[src/rtl/integer_alu_arbiter_pkg.sv]
// -----------------------------------------------------------------------------
// integer_alu_arbiter_pkg
//   Shared types, constants and helpers for the integer_alu_arbiter slice.
//   - arb_state_t : issue FSM states
//   - NUM_REQ_MAX : largest supported requester count
//   - TAG_W       : width of a requester index (tag) sized for NUM_REQ_MAX
//   - rr_pick()   : round-robin selection of the first valid index at or
//                   after a pointer, wrapping at n
// -----------------------------------------------------------------------------
package integer_alu_arbiter_pkg;

    localparam int unsigned NUM_REQ_MAX = 8;
    localparam int unsigned TAG_W       = $clog2(NUM_REQ_MAX);

    typedef enum logic {
        IDLE,
        ISSUE
    } arb_state_t;

    // Returns the first index i (searching ptr, ptr+1, ... mod n) with valid[i]=1.
    // Returns 0 when nothing is valid; callers gate on |valid.
    function automatic logic [TAG_W-1:0] rr_pick(
        input logic [NUM_REQ_MAX-1:0] valid,
        input logic [TAG_W-1:0]       ptr,
        input int unsigned            n
    );
        logic [TAG_W-1:0] pick;
        logic             found;
        int unsigned      idx;
        pick  = '0;
        found = 1'b0;
        for (int unsigned off = 0; off < NUM_REQ_MAX; off++) begin
            idx = (32'(ptr) + off) % n;
            if ((off < n) && !found && valid[idx[TAG_W-1:0]]) begin
                pick  = idx[TAG_W-1:0];
                found = 1'b1;
            end
        end
        return pick;
    endfunction

endpackage

[src/rtl/integer_alu_arb_tag_fifo.sv]
// -----------------------------------------------------------------------------
// integer_alu_arb_tag_fifo
//   Synchronous FIFO holding the requester tag of every operation issued to the
//   ALU and not yet answered. Count-based full/empty; a simultaneous push and
//   pop leaves the count unchanged. Pushes while full and pops while empty are
//   ignored.
// Ports:
//   clk_i, rst_i  clock, asynchronous active-high reset
//   push_i/data_i write request and tag
//   pop_i         remove the head entry
//   full_o        DEPTH entries stored
//   empty_o       no entries stored
//   head_o        tag at the head (valid when !empty_o)
// -----------------------------------------------------------------------------
module integer_alu_arb_tag_fifo #(
    parameter int unsigned DEPTH = 4,
    parameter int unsigned W     = 3
) (
    input  logic         clk_i,
    input  logic         rst_i,
    input  logic         push_i,
    input  logic [W-1:0] data_i,
    input  logic         pop_i,
    output logic         full_o,
    output logic         empty_o,
    output logic [W-1:0] head_o
);

    localparam int unsigned PTR_W = $clog2(DEPTH);
    localparam int unsigned CNT_W = $clog2(DEPTH + 1);

    logic [W-1:0]     mem_q [DEPTH];
    logic [PTR_W-1:0] wr_ptr_q;
    logic [PTR_W-1:0] rd_ptr_q;
    logic [CNT_W-1:0] count_q;
    logic             do_push;
    logic             do_pop;

    assign full_o  = (count_q == CNT_W'(DEPTH));
    assign empty_o = (count_q == '0);
    assign do_push = push_i & ~full_o;
    assign do_pop  = pop_i & ~empty_o;
    assign head_o  = mem_q[rd_ptr_q];

    always_ff @(posedge clk_i or posedge rst_i) begin
        if (rst_i) begin
            wr_ptr_q <= '0;
            rd_ptr_q <= '0;
            count_q  <= '0;
        end else begin
            if (do_push) wr_ptr_q <= wr_ptr_q + 1'b1;
            if (do_pop)  rd_ptr_q <= rd_ptr_q + 1'b1;
            case ({do_push, do_pop})
                2'b10:   count_q <= count_q + 1'b1;
                2'b01:   count_q <= count_q - 1'b1;
                default: count_q <= count_q;
            endcase
        end
    end

    // Storage needs no reset: entries are only read behind the count.
    always_ff @(posedge clk_i) begin
        if (do_push) mem_q[wr_ptr_q] <= data_i;
    end

endmodule

[src/rtl/integer_alu_arbiter.sv]
// -----------------------------------------------------------------------------
// integer_alu_arbiter
//   Shares one integer_alu kernel among NUM_REQ requesters. A round-robin
//   grant latches one request (in1, in2, op), issues one beat on each ALU input
//   AXIS port and records the requester index in a tag FIFO. Each ALU result
//   is routed combinationally to the requester at the FIFO head.
// Ports:
//   ap_clk, ap_rst            clock, asynchronous active-high reset
//   req_valid/req_ready       per-requester request handshake (ready one-hot)
//   req_in1/req_in2/req_op    packed operands, requester i at [i*W +: W]
//   rsp_valid/rsp_ready       per-requester result handshake (valid one-hot)
//   rsp_data                  result data, broadcast
//   in1_T*/in2_T*/op_T*       ALU operand/op AXIS masters
//   out_r_T*                  ALU result AXIS slave
//   wdog_timeout              sticky no-progress flag
// Configuration:
//   ALU_ARB_WATCHDOG_EN       when defined, wdog_timeout sets after
//                             WDOG_CYCLES busy cycles without any ALU AXIS
//                             handshake; otherwise it is tied to 0.
// -----------------------------------------------------------------------------
module integer_alu_arbiter
    import integer_alu_arbiter_pkg::*;
#(
    parameter int unsigned NUM_REQ     = 4,
    parameter int unsigned DATA_W      = 32,
    parameter int unsigned OP_W        = 8,
    parameter int unsigned TAG_DEPTH   = 4,
    parameter int unsigned WDOG_CYCLES = 1024
) (
    input  logic                      ap_clk,
    input  logic                      ap_rst,
    input  logic [NUM_REQ-1:0]        req_valid,
    output logic [NUM_REQ-1:0]        req_ready,
    input  logic [NUM_REQ*DATA_W-1:0] req_in1,
    input  logic [NUM_REQ*DATA_W-1:0] req_in2,
    input  logic [NUM_REQ*OP_W-1:0]   req_op,
    output logic [NUM_REQ-1:0]        rsp_valid,
    input  logic [NUM_REQ-1:0]        rsp_ready,
    output logic [DATA_W-1:0]         rsp_data,
    output logic [DATA_W-1:0]         in1_TDATA,
    output logic                      in1_TVALID,
    input  logic                      in1_TREADY,
    output logic [DATA_W-1:0]         in2_TDATA,
    output logic                      in2_TVALID,
    input  logic                      in2_TREADY,
    output logic [OP_W-1:0]           op_TDATA,
    output logic                      op_TVALID,
    input  logic                      op_TREADY,
    input  logic [DATA_W-1:0]         out_r_TDATA,
    input  logic                      out_r_TVALID,
    output logic                      out_r_TREADY,
    output logic                      wdog_timeout
);

    arb_state_t         state_q, state_d;
    logic [TAG_W-1:0]   rr_ptr_q, rr_ptr_d;
    logic [DATA_W-1:0]  in1_q, in1_d;
    logic [DATA_W-1:0]  in2_q, in2_d;
    logic [OP_W-1:0]    op_q, op_d;
    logic               in1_vld_q, in1_vld_d;
    logic               in2_vld_q, in2_vld_d;
    logic               op_vld_q, op_vld_d;

    logic [NUM_REQ_MAX-1:0] valid_ext;
    logic [TAG_W-1:0]       grant;
    logic                   grant_en;
    logic                   fifo_full;
    logic                   fifo_empty;
    logic [TAG_W-1:0]       head_tag;
    logic [NUM_REQ-1:0]     rsp_ready_sh;
    logic                   res_hs;

    assign valid_ext = NUM_REQ_MAX'(req_valid);
    assign grant     = rr_pick(valid_ext, rr_ptr_q, NUM_REQ);

    always_comb begin
        state_d   = state_q;
        rr_ptr_d  = rr_ptr_q;
        in1_d     = in1_q;
        in2_d     = in2_q;
        op_d      = op_q;
        in1_vld_d = in1_vld_q;
        in2_vld_d = in2_vld_q;
        op_vld_d  = op_vld_q;
        grant_en  = 1'b0;
        req_ready = '0;
        case (state_q)
            IDLE: begin
                // Only the full flag gates a grant; a same-cycle pop does not help.
                if ((|req_valid) && !fifo_full) begin
                    grant_en  = 1'b1;
                    req_ready = NUM_REQ'(1) << grant;
                    in1_d     = req_in1[grant*DATA_W +: DATA_W];
                    in2_d     = req_in2[grant*DATA_W +: DATA_W];
                    op_d      = req_op[grant*OP_W +: OP_W];
                    rr_ptr_d  = (grant == TAG_W'(NUM_REQ - 1)) ? '0 : grant + 1'b1;
                    in1_vld_d = 1'b1;
                    in2_vld_d = 1'b1;
                    op_vld_d  = 1'b1;
                    state_d   = ISSUE;
                end
            end
            ISSUE: begin
                // The registered TVALID doubles as the per-port "not yet sent" flag.
                in1_vld_d = in1_vld_q & ~in1_TREADY;
                in2_vld_d = in2_vld_q & ~in2_TREADY;
                op_vld_d  = op_vld_q  & ~op_TREADY;
                if (!in1_vld_d && !in2_vld_d && !op_vld_d) state_d = IDLE;
            end
            default: state_d = IDLE;
        endcase
    end

    always_ff @(posedge ap_clk or posedge ap_rst) begin
        if (ap_rst) begin
            state_q   <= IDLE;
            rr_ptr_q  <= '0;
            in1_q     <= '0;
            in2_q     <= '0;
            op_q      <= '0;
            in1_vld_q <= 1'b0;
            in2_vld_q <= 1'b0;
            op_vld_q  <= 1'b0;
        end else begin
            state_q   <= state_d;
            rr_ptr_q  <= rr_ptr_d;
            in1_q     <= in1_d;
            in2_q     <= in2_d;
            op_q      <= op_d;
            in1_vld_q <= in1_vld_d;
            in2_vld_q <= in2_vld_d;
            op_vld_q  <= op_vld_d;
        end
    end

    assign in1_TDATA  = in1_q;
    assign in2_TDATA  = in2_q;
    assign op_TDATA   = op_q;
    assign in1_TVALID = in1_vld_q;
    assign in2_TVALID = in2_vld_q;
    assign op_TVALID  = op_vld_q;

    integer_alu_arb_tag_fifo #(
        .DEPTH (TAG_DEPTH),
        .W     (TAG_W)
    ) u_tag_fifo (
        .clk_i   (ap_clk),
        .rst_i   (ap_rst),
        .push_i  (grant_en),
        .data_i  (grant),
        .pop_i   (res_hs),
        .full_o  (fifo_full),
        .empty_o (fifo_empty),
        .head_o  (head_tag)
    );

    // Result return path: zero latency, steered by the head tag.
    assign rsp_ready_sh = rsp_ready >> head_tag;
    assign out_r_TREADY = !fifo_empty && rsp_ready_sh[0];
    assign rsp_valid    = (out_r_TVALID && !fifo_empty) ? (NUM_REQ'(1) << head_tag) : '0;
    assign rsp_data     = out_r_TDATA;
    assign res_hs       = out_r_TVALID & out_r_TREADY;

`ifdef ALU_ARB_WATCHDOG_EN
    localparam int unsigned WD_W = $clog2(WDOG_CYCLES + 1);

    logic [WD_W-1:0] wdog_cnt_q, wdog_cnt_d;
    logic            wdog_q;
    logic            axis_hs;

    assign axis_hs = (in1_TVALID & in1_TREADY) | (in2_TVALID & in2_TREADY) |
                     (op_TVALID & op_TREADY) | res_hs;

    always_comb begin
        wdog_cnt_d = wdog_cnt_q;
        if (axis_hs) begin
            wdog_cnt_d = '0;
        end else if ((!fifo_empty || (state_q == ISSUE)) &&
                     (wdog_cnt_q != WD_W'(WDOG_CYCLES))) begin
            wdog_cnt_d = wdog_cnt_q + 1'b1;
        end
    end

    always_ff @(posedge ap_clk or posedge ap_rst) begin
        if (ap_rst) begin
            wdog_cnt_q <= '0;
            wdog_q     <= 1'b0;
        end else begin
            wdog_cnt_q <= wdog_cnt_d;
            wdog_q     <= wdog_q | (wdog_cnt_d == WD_W'(WDOG_CYCLES));
        end
    end

    assign wdog_timeout = wdog_q;
`else
    assign wdog_timeout = 1'b0;
`endif

endmodule
[config.mk]
export PLATFORM = sky130hd
export DESIGN_NAME = integer_alu_arbiter
export DESIGN_NICKNAME = d
export VERILOG_FILES = /design/src/rtl/integer_alu_arbiter_pkg.sv /design/src/rtl/integer_alu_arb_tag_fifo.sv /design/src/rtl/integer_alu_arbiter.sv
export SDC_FILE = /design/constraint.sdc
export NUM_CORES = 1
export LEC_CHECK = 0
export CAP_MARGIN = 30
export CELL_PAD_IN_SITES_DETAIL_PLACEMENT = 0
export CELL_PAD_IN_SITES_GLOBAL_PLACEMENT = 1
export CORE_AREA = 2 2 177 179
export DETAILED_ROUTE_END_ITERATION = 8
export DIE_AREA = 0 0 179 181
export PLACE_DENSITY = 0.71
export SYNTH_ARGS = -nofsm -noshare
export SYNTH_HDL_FRONTEND = slang
export SYNTH_SLANG_ARGS = --single-unit
[constraint.sdc]
create_clock -name ap_clk -period 2.6 [get_ports ap_clk]
set_input_delay 0.26 -clock ap_clk [delete_from_list [all_inputs] [get_ports ap_clk]]
set_output_delay 0.26 -clock ap_clk [all_outputs]
set_load 0.05 [all_outputs]
* After elaboration in Yosys (flattened, before gate mapping) *
Memory sizes are Yosys's and may differ from the RTL's.
Index checks and enable logic that the tools add are counted.

operators by class
  add/subtract/negate cells = 8
  $lt $le $gt $ge = 4
  equality and inequality tests = 5
  shift-type cells = 6
  muxes and demuxes = 30
  bitwise operators = 12
  reductions and logical operators = 20

operators with widths
  cell                   count
  $shiftx A128 B9 Y32    2
  $shiftx A32 B7 Y8      1
  $lt A2 B4 Y1 const B   4
  $mux W1                13
  $mux W4                3
  $mux W2                5
  $add A2 B1 Y2 const B  4
  $bmux W1 S2            4
  $logic_and A1 B1 Y1    8
  $logic_not A1 Y1       8
  $pmux W1 S2            4
  $shl A1 B3 Y4 const A  2
  $and A1 B1 Y1          6
  $not A1 Y1             6
  $pmux W3 S2            1
  $add A2 B2 Y2 const B  2
  $reduce_or A4 Y1       1
  $shr A4 B3 Y1          1
  $add A3 B1 Y3 const B  1
  $eq A3 B2 Y1 const B   1
  $eq A3 B3 Y1 const B   1
  $logic_not A3 Y1       1
  $sub A3 B1 Y3 const B  1
  $eq A2 B1 Y1 const B   1
  other kinds (4)        4

word-level totals
  register bits after elaboration = 85
  RAM bits = 8
  input port bits = 334
  output and inout port bits = 117
  word-level logic and storage cells = 97
  memories = 1

memories
  name              depth  bits a word  read ports  clocked after memory_dff  write ports  line                            source
  u_tag_fifo.mem_q  4      2            1           0                         1            integer_alu_arb_tag_fifo.sv:32  logic [W-1:0] mem_q [DEPTH];

* Logic depth before layout (Yosys ltp) *
Gate-level depths: netlist of run 1.

  depth in word-level cells = 15
  gate-level depth with buffers = 9
  gate-level depth less buffers = 9

* By module *
From an unflattened synthesis of run 1, not the netlist that was laid out.

unflattened totals
  cell total of the unflattened synthesis = 720
  area total of the unflattened synthesis = 6949.2 um^2

by module, submodules not included
  module                    times used  cells an instance  area an instance (um^2)  seq. area each (um^2)
  integer_alu_arbiter       1           666                6070.8                   1951.9
  integer_alu_arb_tag_fifo  1           54                 878.3                    535.5

* Worst setup path after synthesis of run 1 *
Ideal clock, no wire load.

  path type = reg-to-reg
  start point = reg u_tag_fifo.rd_ptr_q[0]
  end point = reg u_tag_fifo.count_q[2]
  setup time = 0.079 ns
  arrival = 2.397 ns
  required time = 2.521 ns
  slack = 0.124 ns
  stages on the path, launching flop included = 10
  buffers on the path = 0
  clock period less this slack = 2.476 ns
  cells stage by stage = dfrtp_1 > mux4_2 > or2_1 > o22ai_2 > ha_1 > inv_1 > fa_1 > xor2_1 > nor2_1 > xor2_1

between the ends
  longest elaborated chain between the ends = 7
  elaborated cells between the ends (all ways) = 9
  those cells by class = eq/ne (2); shift (1); mux (1); bitwise (2); reduce/logical (2); memory (1)

ends and longest elaborated chain
  what                                                      line                            source
  start: declaration                                        integer_alu_arb_tag_fifo.sv:34  logic [PTR_W-1:0] rd_ptr_q;
  start signal: assignment                                  integer_alu_arb_tag_fifo.sv:52  if (do_pop) rd_ptr_q <= rd_ptr_q + 1'b1;
  $mem_v2 Z4 W2 *                                           -
  $shr A4 B3 Y1 *                                           integer_alu_arbiter.sv:158      assign rsp_ready_sh = rsp_ready >> head_tag;
  $logic_and A1 B1 Y1 *                                     integer_alu_arbiter.sv:159      assign out_r_TREADY = !fifo_empty && rsp_ready_sh[0];
  $and A1 B1 Y1 *                                           integer_alu_arbiter.sv:162      assign res_hs = out_r_TVALID & out_r_TREADY;
  $and A1 B1 Y1 *                                           integer_alu_arb_tag_fifo.sv:42  assign do_pop = pop_i & ~empty_o;
  via u_tag_fifo.do_pop                                     integer_alu_arb_tag_fifo.sv:37  logic do_pop;
  $eq A2 B1 Y1 / $eq A2 B2 Y1 (equally long branches)       integer_alu_arb_tag_fifo.sv:53  case ({do_push, do_pop})
  $pmux W3 S2 / $reduce_bool A2 Y1 (equally long branches)  -
  end signal: assignment                                    integer_alu_arb_tag_fifo.sv:54  2'b10: count_q <= count_q + 1'b1;
  end signal: assignment                                    integer_alu_arb_tag_fifo.sv:55  2'b01: count_q <= count_q - 1'b1;
  end signal: assignment                                    integer_alu_arb_tag_fifo.sv:56  default: count_q <= count_q;
  end: declaration                                          integer_alu_arb_tag_fifo.sv:35  logic [CNT_W-1:0] count_q;

The timed path passes the listed nets; every way through them passes the cells marked *.
A chain may end at the register's enable or synchronous reset.

* Worst setup path after layout of run 1 *
Ends and elaborated chain as after synthesis.

==> results of run 1 <==
-- cell families (layout without fill, tap and decap cells) --
logic type                 after synthesis  after routing  synth area share [%]
and+or+nand+nor                        187            187                 16.53
buffers and inverters                  104            445                 9.283
DFF                                     93             93                 34.78
muxes                                   79             79                 11.99
other                                    1              1               0.05509
adders and majority gates               10             10                 1.949
AOI/OAI and AO/OA                      156            156                 24.65
xor gates and xnor gates                 6              6                0.7722
-- synth_stat cells, drive strengths merged (2+ instances only) --
cell type	instances
a21oi	2
ha	9
nor4b	72
xnor2	3
o22ai	2
dfrtp	85
and2	8
inv	12
mux4	2
o31ai	2
nand2	17
nor2b	4
mux2i	77
clkbuf	31
edfxtp	8
nand2b	3
xor2	3
nor2	80
o21ai	3
a211oi	145
buf	61
-- worst paths after layout --
path                                              from                      to  slack [ps]  cells past startpoint
worst min register to register              in2_TVALID              in2_TVALID         520                      2
worst max-delay path            u_tag_fifo.rd_ptr_q[0]   u_tag_fifo.count_q[2]         120                      9
worst max register to register  u_tag_fifo.rd_ptr_q[0]   u_tag_fifo.count_q[2]         120                      9
min in group ap_clk                    out_r_TDATA[12]            rsp_data[12]         520                      0
max in group asynchronous                       ap_rst  u_tag_fifo.rd_ptr_q[0]        1770                      3
worst min-delay path                            ap_rst            in2_TDATA[4]         340                      3
-- power groups by stage --
stage	sequential [mW]	clock (mW)	combinational (mW)
after floorplan	4.63	0	4.02
after global placement	2.70	0	8.86
after detailed placement	2.70	0	8.90
after CTS	2.69	1.45	8.92
after global routing	2.78	1.50	9.39
final	2.68	1.38	8.83
-- routing by layer --
layer	global-route usage [%]	routed length [um]	vias to the layer above
met1	18.96	10840	3189
met4	4.813	557	0
met3	4.335	2235	37
met5	0	0	-
li1	-	-	3049
met2	28.94	13720	292
-- area by class of cell --
class,instances,area [um2]
tap,396,495.5
timing repair buffer,417,4222
clock buffer,9,225.2
inverter,12,52.55
sequential,93,2369
multi-input combinational,439,3847
clock inverter,7,67.56
fill,3027,19070
-- sequential cells by signal (all words and copies together), names as in the netlist --
signal / cells
u_tag_fifo.count_q: 3
in1_TVALID: 1
state_q: 1
in2_TDATA: 32
rr_ptr_q: 2
op_TVALID: 1
u_tag_fifo.wr_ptr_q: 2
u_tag_fifo.mem_q: 8
in1_TDATA: 32
u_tag_fifo.rd_ptr_q: 2
op_TDATA: 8
in2_TVALID: 1
-- repair_timing --
| item | CTS | global route |
|---|---|---|
| setup endpoints to repair | 0 | 3 |
| setup buffers | 0 | 0 |
| resized for setup | 0 | 2 |
-- tightest hold or removal path: stages --
cell	delay, ps
clkdlybuf4s50_1	440
inv_4	70
buf_12	350
==> flow_summary_export.csv, run 1 <==
group,metric,value,unit
clock_network,ctsHoldBuffers,0,
setup_path,cpMaxStageDelayCell,"mux4_2",
floorplanning,die_w,179,um
placed_design,port_buffers,385,
power,switching_share,51.48,%
setup_path,crit_chain,"mux4_2, or2_1, o22ai_2, ha_1, inv_1, fa_1, xor2_1, nor2_1, xor2_1",
setup_path,cp.required,2890,ps
global_routing,grt_pass1_vias,6892,
setup_path,end_kind,"flop",
finish,final_common_cell,"clkdlybuf4s50_1",
min_path,hold_path.class,"primary input to asynchronous set/reset pin",
power,p_total,12.89,mW
logic_synthesis,ys_seq_area_share,34.78,%
timing,maxSlewHeadroom,54.56,%
route,vias_per_cell,4.783,
global_routing,antenna_found_initial,0,
setup_path,cp_num_buf_inv,1,
placed_design,place_ws,49.51,ps
timing,report.final.hold_viol_count,0,
floorplanning,floorplan.core_area,0.03035,mm2
finish,utilization,37.16,%
route,drc_errors,0,
timing,setup-tns-final,0,ps
global_routing,grt_pass1_wl,40.38,mm
placed_design,dpl_cell_area,0.01098,mm2
route,drt_wl_total,27.36,mm
finish,fin_cells,1373,
global_routing,grt_max_degree,86,
placed_design,dp_cells,1357,
power,p_leak,4.173,nW
logic_synthesis,async_flop_share,91.40,%
timing,max_freq,403.8,MHz
timing,worst_hold_slack,337.0,ps
timing,tightest_slew,679.5,ps
logic_synthesis,avgSynthCellArea,10.70,um2
route,wire_per_inst,19.92,um
logic_synthesis,synthDistinctLibCells,39,
finish,layout-drive-gt1-share,17.71,%
logic_synthesis,synth_edf_count,8,
job,drv_cap,0,
logic_synthesis,syn_inst,636,
floorplanning,die_h,181,um
power,power_switching,6.636,mW
logic_synthesis,synth.cell_area,0.006807,mm2
setup_path,worstSetupStartpointType,"flop",
power,power_per_cell_area,1143,mW/mm2
finish,final_cell_mix,"clkdlybuf4s50_1, a211oi_2, dfrtp_1",
floorplanning,dieArea,0.03240,mm2
clock_network,clock_path_buffers,2,
global_routing,grtUsageTotal,16.29,%
clock_network,cts.htree.levels,3,
logic_synthesis,synth_ff_type,"dfrtp_1",
finish,design_area,0.01128,mm2
route,drt_iter0_drc,300,
clock_network,clock_latency,350,ps
timing,fin_skew,11.66,ps
clock_network,cts_tree,"done",
setup_path,critPathMaxStageDelay,520,ps
setup_path,path_common_cell,"xor2_1",
power,intPower,6.255,mW
timing,slew_violations,0,
route,num_vias,6567,
setup_path,worstSetupPathType,"flop to flop",
clock_network,cts_root_buf,"clkbuf_16",
power,ir_drop,489.2,uV
finish,fin_nets,1316,
finish,syn_to_final_growth,65.70,%
timing,fin_crit,2477,ps
timing,timing.final.ws_setup,123.3,ps
setup_path,worstPathArrival,2760,ps
power,pwr-share-comb,68.5,%
floorplanning,ioPinCount,451,
timing,finalSetupViolations,0,
global_routing,grt_overflow,0,
power,clkPwrFrac,10.7,%
placed_design,gp_congestion,0.8004,
logic_synthesis,synth_area_leaders,"dfrtp_1, a211oi_2, mux2i_1, nor4b_1, a211oi_1",
logic_synthesis,synth_seq_cells,93,
logic_synthesis,syn_nets,980,
clock_network,cts_sinks,93,
logic_synthesis,synth_warnings,0,
route,firstDrtPassIters,4,
run_status,status,"complete, no violations",
floorplanning,row_count,64,
floorplanning,start_util,22.43,%
setup_path,crit_fanout,4,
logic_synthesis,yosysTopAreaCellShare,31.25,%
clock_network,cts_buffers,9,
clock_network,path_clk_slew,80,ps
timing,fin_crit_sh,95.26,%
placed_design,dp_hpwl,19.67,mm
power,seqPwrFrac,20.8,%
setup_path,crit_family,"adder cells",
timing,rsz0062_at_grt,"false",
logic_synthesis,yosys.area.top_type,"dfrtp_1",
route,postRouteAntennaNets,0,
finish,antenna_cells,0,
No activity file was read; power rests on OpenSTA's default activity.
==> inputs of run 2 (changes only) <==
CORE_AREA = 2 2 174 176   (was 2 2 177 179)
DIE_AREA = 0 0 176 178   (was 0 0 179 181)
PLACE_DENSITY = 0.75   (was 0.71)
SYNTH_HIERARCHICAL = 1   (was not set)
==> flow_summary_export.csv, run 2 <==
group,metric,value,unit
run_status,status,"finished with violations",
run_status,violations,"negative setup slack",
global_routing,grt_pass1_vias,7086,
logic_synthesis,ys_seq_area_share,35.79,%
logic_synthesis,async_flop_share,87.63,%
global_routing,grt_overflow,0,
logic_synthesis,avgSynthCellArea,9.652,um2
finish,nFillCells,2833,
clock_network,cts_tree,"done",
logic_synthesis,yosys.area.top_type,"dfrtp_1",
finish,utilization,39.57,%
power,power_per_cell_area,1149,mW/mm2
logic_synthesis,synth_ff_type,"dfrtp_1",
setup_path,end_kind,"flop",
finish,design_area,0.01163,mm2
floorplanning,dieArea,0.03133,mm2
floorplanning,die_w,176,um
clock_network,ctsHoldBuffers,0,
clock_network,cts_buffers,9,
placed_design,dpl_cell_area,0.01127,mm2
setup_path,worstPathArrival,2920,ps
finish,fin_cells,1467,
timing,slew_violations,0,
global_routing,grt_max_degree,79,
clock_network,path_clk_slew,90,ps
finish,layout-drive-gt1-share,15.88,%
timing,maxSlewHeadroom,62.29,%
setup_path,r2r_start,"u_tag_fifo/rd_ptr_q[0]",
timing,report.final.hold_viol_count,0,
floorplanning,floorplan.core_area,0.02940,mm2
power,p_leak,4.734,nW
route,num_vias,6876,
global_routing,grtUsageTotal,17.32,%
timing,fin_crit,2640,ps
setup_path,worstSetupStartpointType,"flop",
placed_design,dp_hpwl,20.38,mm
route,drc_errors,0,
logic_synthesis,netlist_top_cells_count,"dfrtp_1, inv_1, nor2_1",
clock_network,clock_latency,350,ps
setup_path,cp.required,2880,ps
setup_path,setup.worst_path.end,"u_tag_fifo/count_q[2]",
route,postRouteAntennaNets,0,
min_path,hold_path.class,"primary input to asynchronous set/reset pin",
logic_synthesis,synth_area_leaders,"dfrtp_1, a211oi_2, mux2i_1, a211oi_1, a31oi_1",
route,wire_per_inst,19.02,um
logic_synthesis,synth.cell_area,0.006949,mm2
setup_path,crit_fanout,3,
placed_design,place_ws,-143.9,ps
timing,finalSetupViolations,1,
finish,final_common_cell,"clkdlybuf4s50_1",
route,vias_per_cell,4.687,
finish,final_cell_mix,"clkdlybuf4s50_1, dfrtp_1, inv_1",
job,drv_cap,0,
finish,fin_nets,1413,
route,firstDrtPassIters,4,
finish,antenna_cells,0,
logic_synthesis,syn_inst,720,
logic_synthesis,synth_warnings,6,
placed_design,port_buffers,385,
floorplanning,start_util,23.64,%
global_routing,antenna_found_initial,0,
timing,tightest_slew,563.9,ps
clock_network,cts_root_buf,"clkbuf_16",
setup_path,reg2reg_depth,10,
timing,max_freq,378.8,MHz
placed_design,gp_congestion,0.8020,
route,drt_iter0_drc,342,
logic_synthesis,synth_seq_cells,97,
floorplanning,row_count,63,
setup_path,startpoint,"u_tag_fifo/rd_ptr_q[0]",
route,drt_wl_total,27.90,mm
timing,rsz0062_at_grt,"true",
timing,fin_skew,12.42,ps
placed_design,dp_cells,1447,
setup_path,worstSetupPathType,"flop to flop",
logic_synthesis,yosysTopAreaCellShare,30.61,%
clock_network,cts_sinks,97,
logic_synthesis,synth_edf_count,12,
finish,syn_to_final_growth,67.41,%
setup_path,reg2reg_to,"u_tag_fifo/count_q[2]",
floorplanning,die_h,178,um
floorplanning,ioPinCount,451,
logic_synthesis,synthDistinctLibCells,47,
global_routing,grt_pass1_wl,41.65,mm
clock_network,cts.htree.levels,3,
setup_path,r2r_setup_slack,-40,ps
clock_network,clock_path_buffers,2,
power,ir_drop,589.7,uV
timing,fin_crit_sh,101.5,%
timing,timing.final.ws_setup,-39.93,ps
-- run 2: cell types whose count changed after synthesis, moves of 6 or more --
cell      delta
a211oi_2    -31
a31oi_1     +72
and2_1       -6
nor4b_1     -72
a211oi_1    +30
inv_1       +76
-- run 2: per-stage QoR --
stage          TNS [ps]  power, mW  hold WS, ps
2_1_floorplan    -10.69      8.780        63.40
3_3_place_gp      -3967      11.84        490.5
3_5_place_dp      -6695      11.94        500.3
4_1_cts          -44.15      13.44        185.4
5_1_grt          -167.2      14.17        239.3
6_report         -39.93      13.36        202.5
-- run 2: area by class of cell --
type / count / area [um2] / share of cell area (%)
inverter: 87 / 327.8 / 2.818
clock inverter: 7 / 81.33 / 0.6991
timing repair buffer: 434 / 4453 / 38.28
clock buffer: 9 / 225.2 / 1.936
sequential: 97 / 2487 / 21.38
multi-input combinational: 443 / 3571 / 30.69
tap: 390 / 488.0 / 4.194
-- run 2: worst min path at each step --
stage                            end
2_1_floorplan  u_tag_fifo/count_q[0]
4_1_cts        u_tag_fifo/count_q[1]
6_report       u_tag_fifo/count_q[2]
5_1_grt        u_tag_fifo/count_q[1]
3_3_place_gp              in2_TVALID
3_5_place_dp               op_TVALID
-- run 2: routing by layer --
layer  up-vias  track usage (%)  part of all wire [%]
met4         0            5.096                   2.3
met3        35            4.646                   8.1
met5         -                0                     0
met2       311            29.18                    48
li1       3267                -                     -
met1      3263            21.76                    42
-- run 2: report_power, final --
part           leakage, nW  switching (mW)  internal (mW)
sequential            1.06           0.472           2.30
combinational         3.53            5.51           3.66
clock                0.150           0.727          0.693
total                 4.73            6.71           6.65
-- run 2: kinds of logic (layout without fill, tap and decap cells) --
logic type      count (synthesis)  after routing  synth area share, %
flops                          97             97                35.79
compound gates                225            225                28.25
other cells                     1              5              0.05396
xor+xnor                        6              6               0.7563
mux                            78             78                12.03
simple gates                  122            122                8.156
buf+inv                       184            537                13.59
fa+ha+maj                       7              7                1.368
-- run 2: critical path, cell delays in order, from the launching register on --
cell and delay (ps):
dfrtp_1 420, mux4_2 550, mux4_2 360, and3_4 180, o31a_4 140, ha_4 130, inv_2 30, fa_2 330
xor2_1 150, nor2_1 140, xor2_1 150
-- run 2: what timing repair did --
item | CTS | global route
resized for setup | 1 | 8
buffers inserted | 1 | 3
pin swaps | 1 | 3
endpoints found under the setup margin | 29 | 4
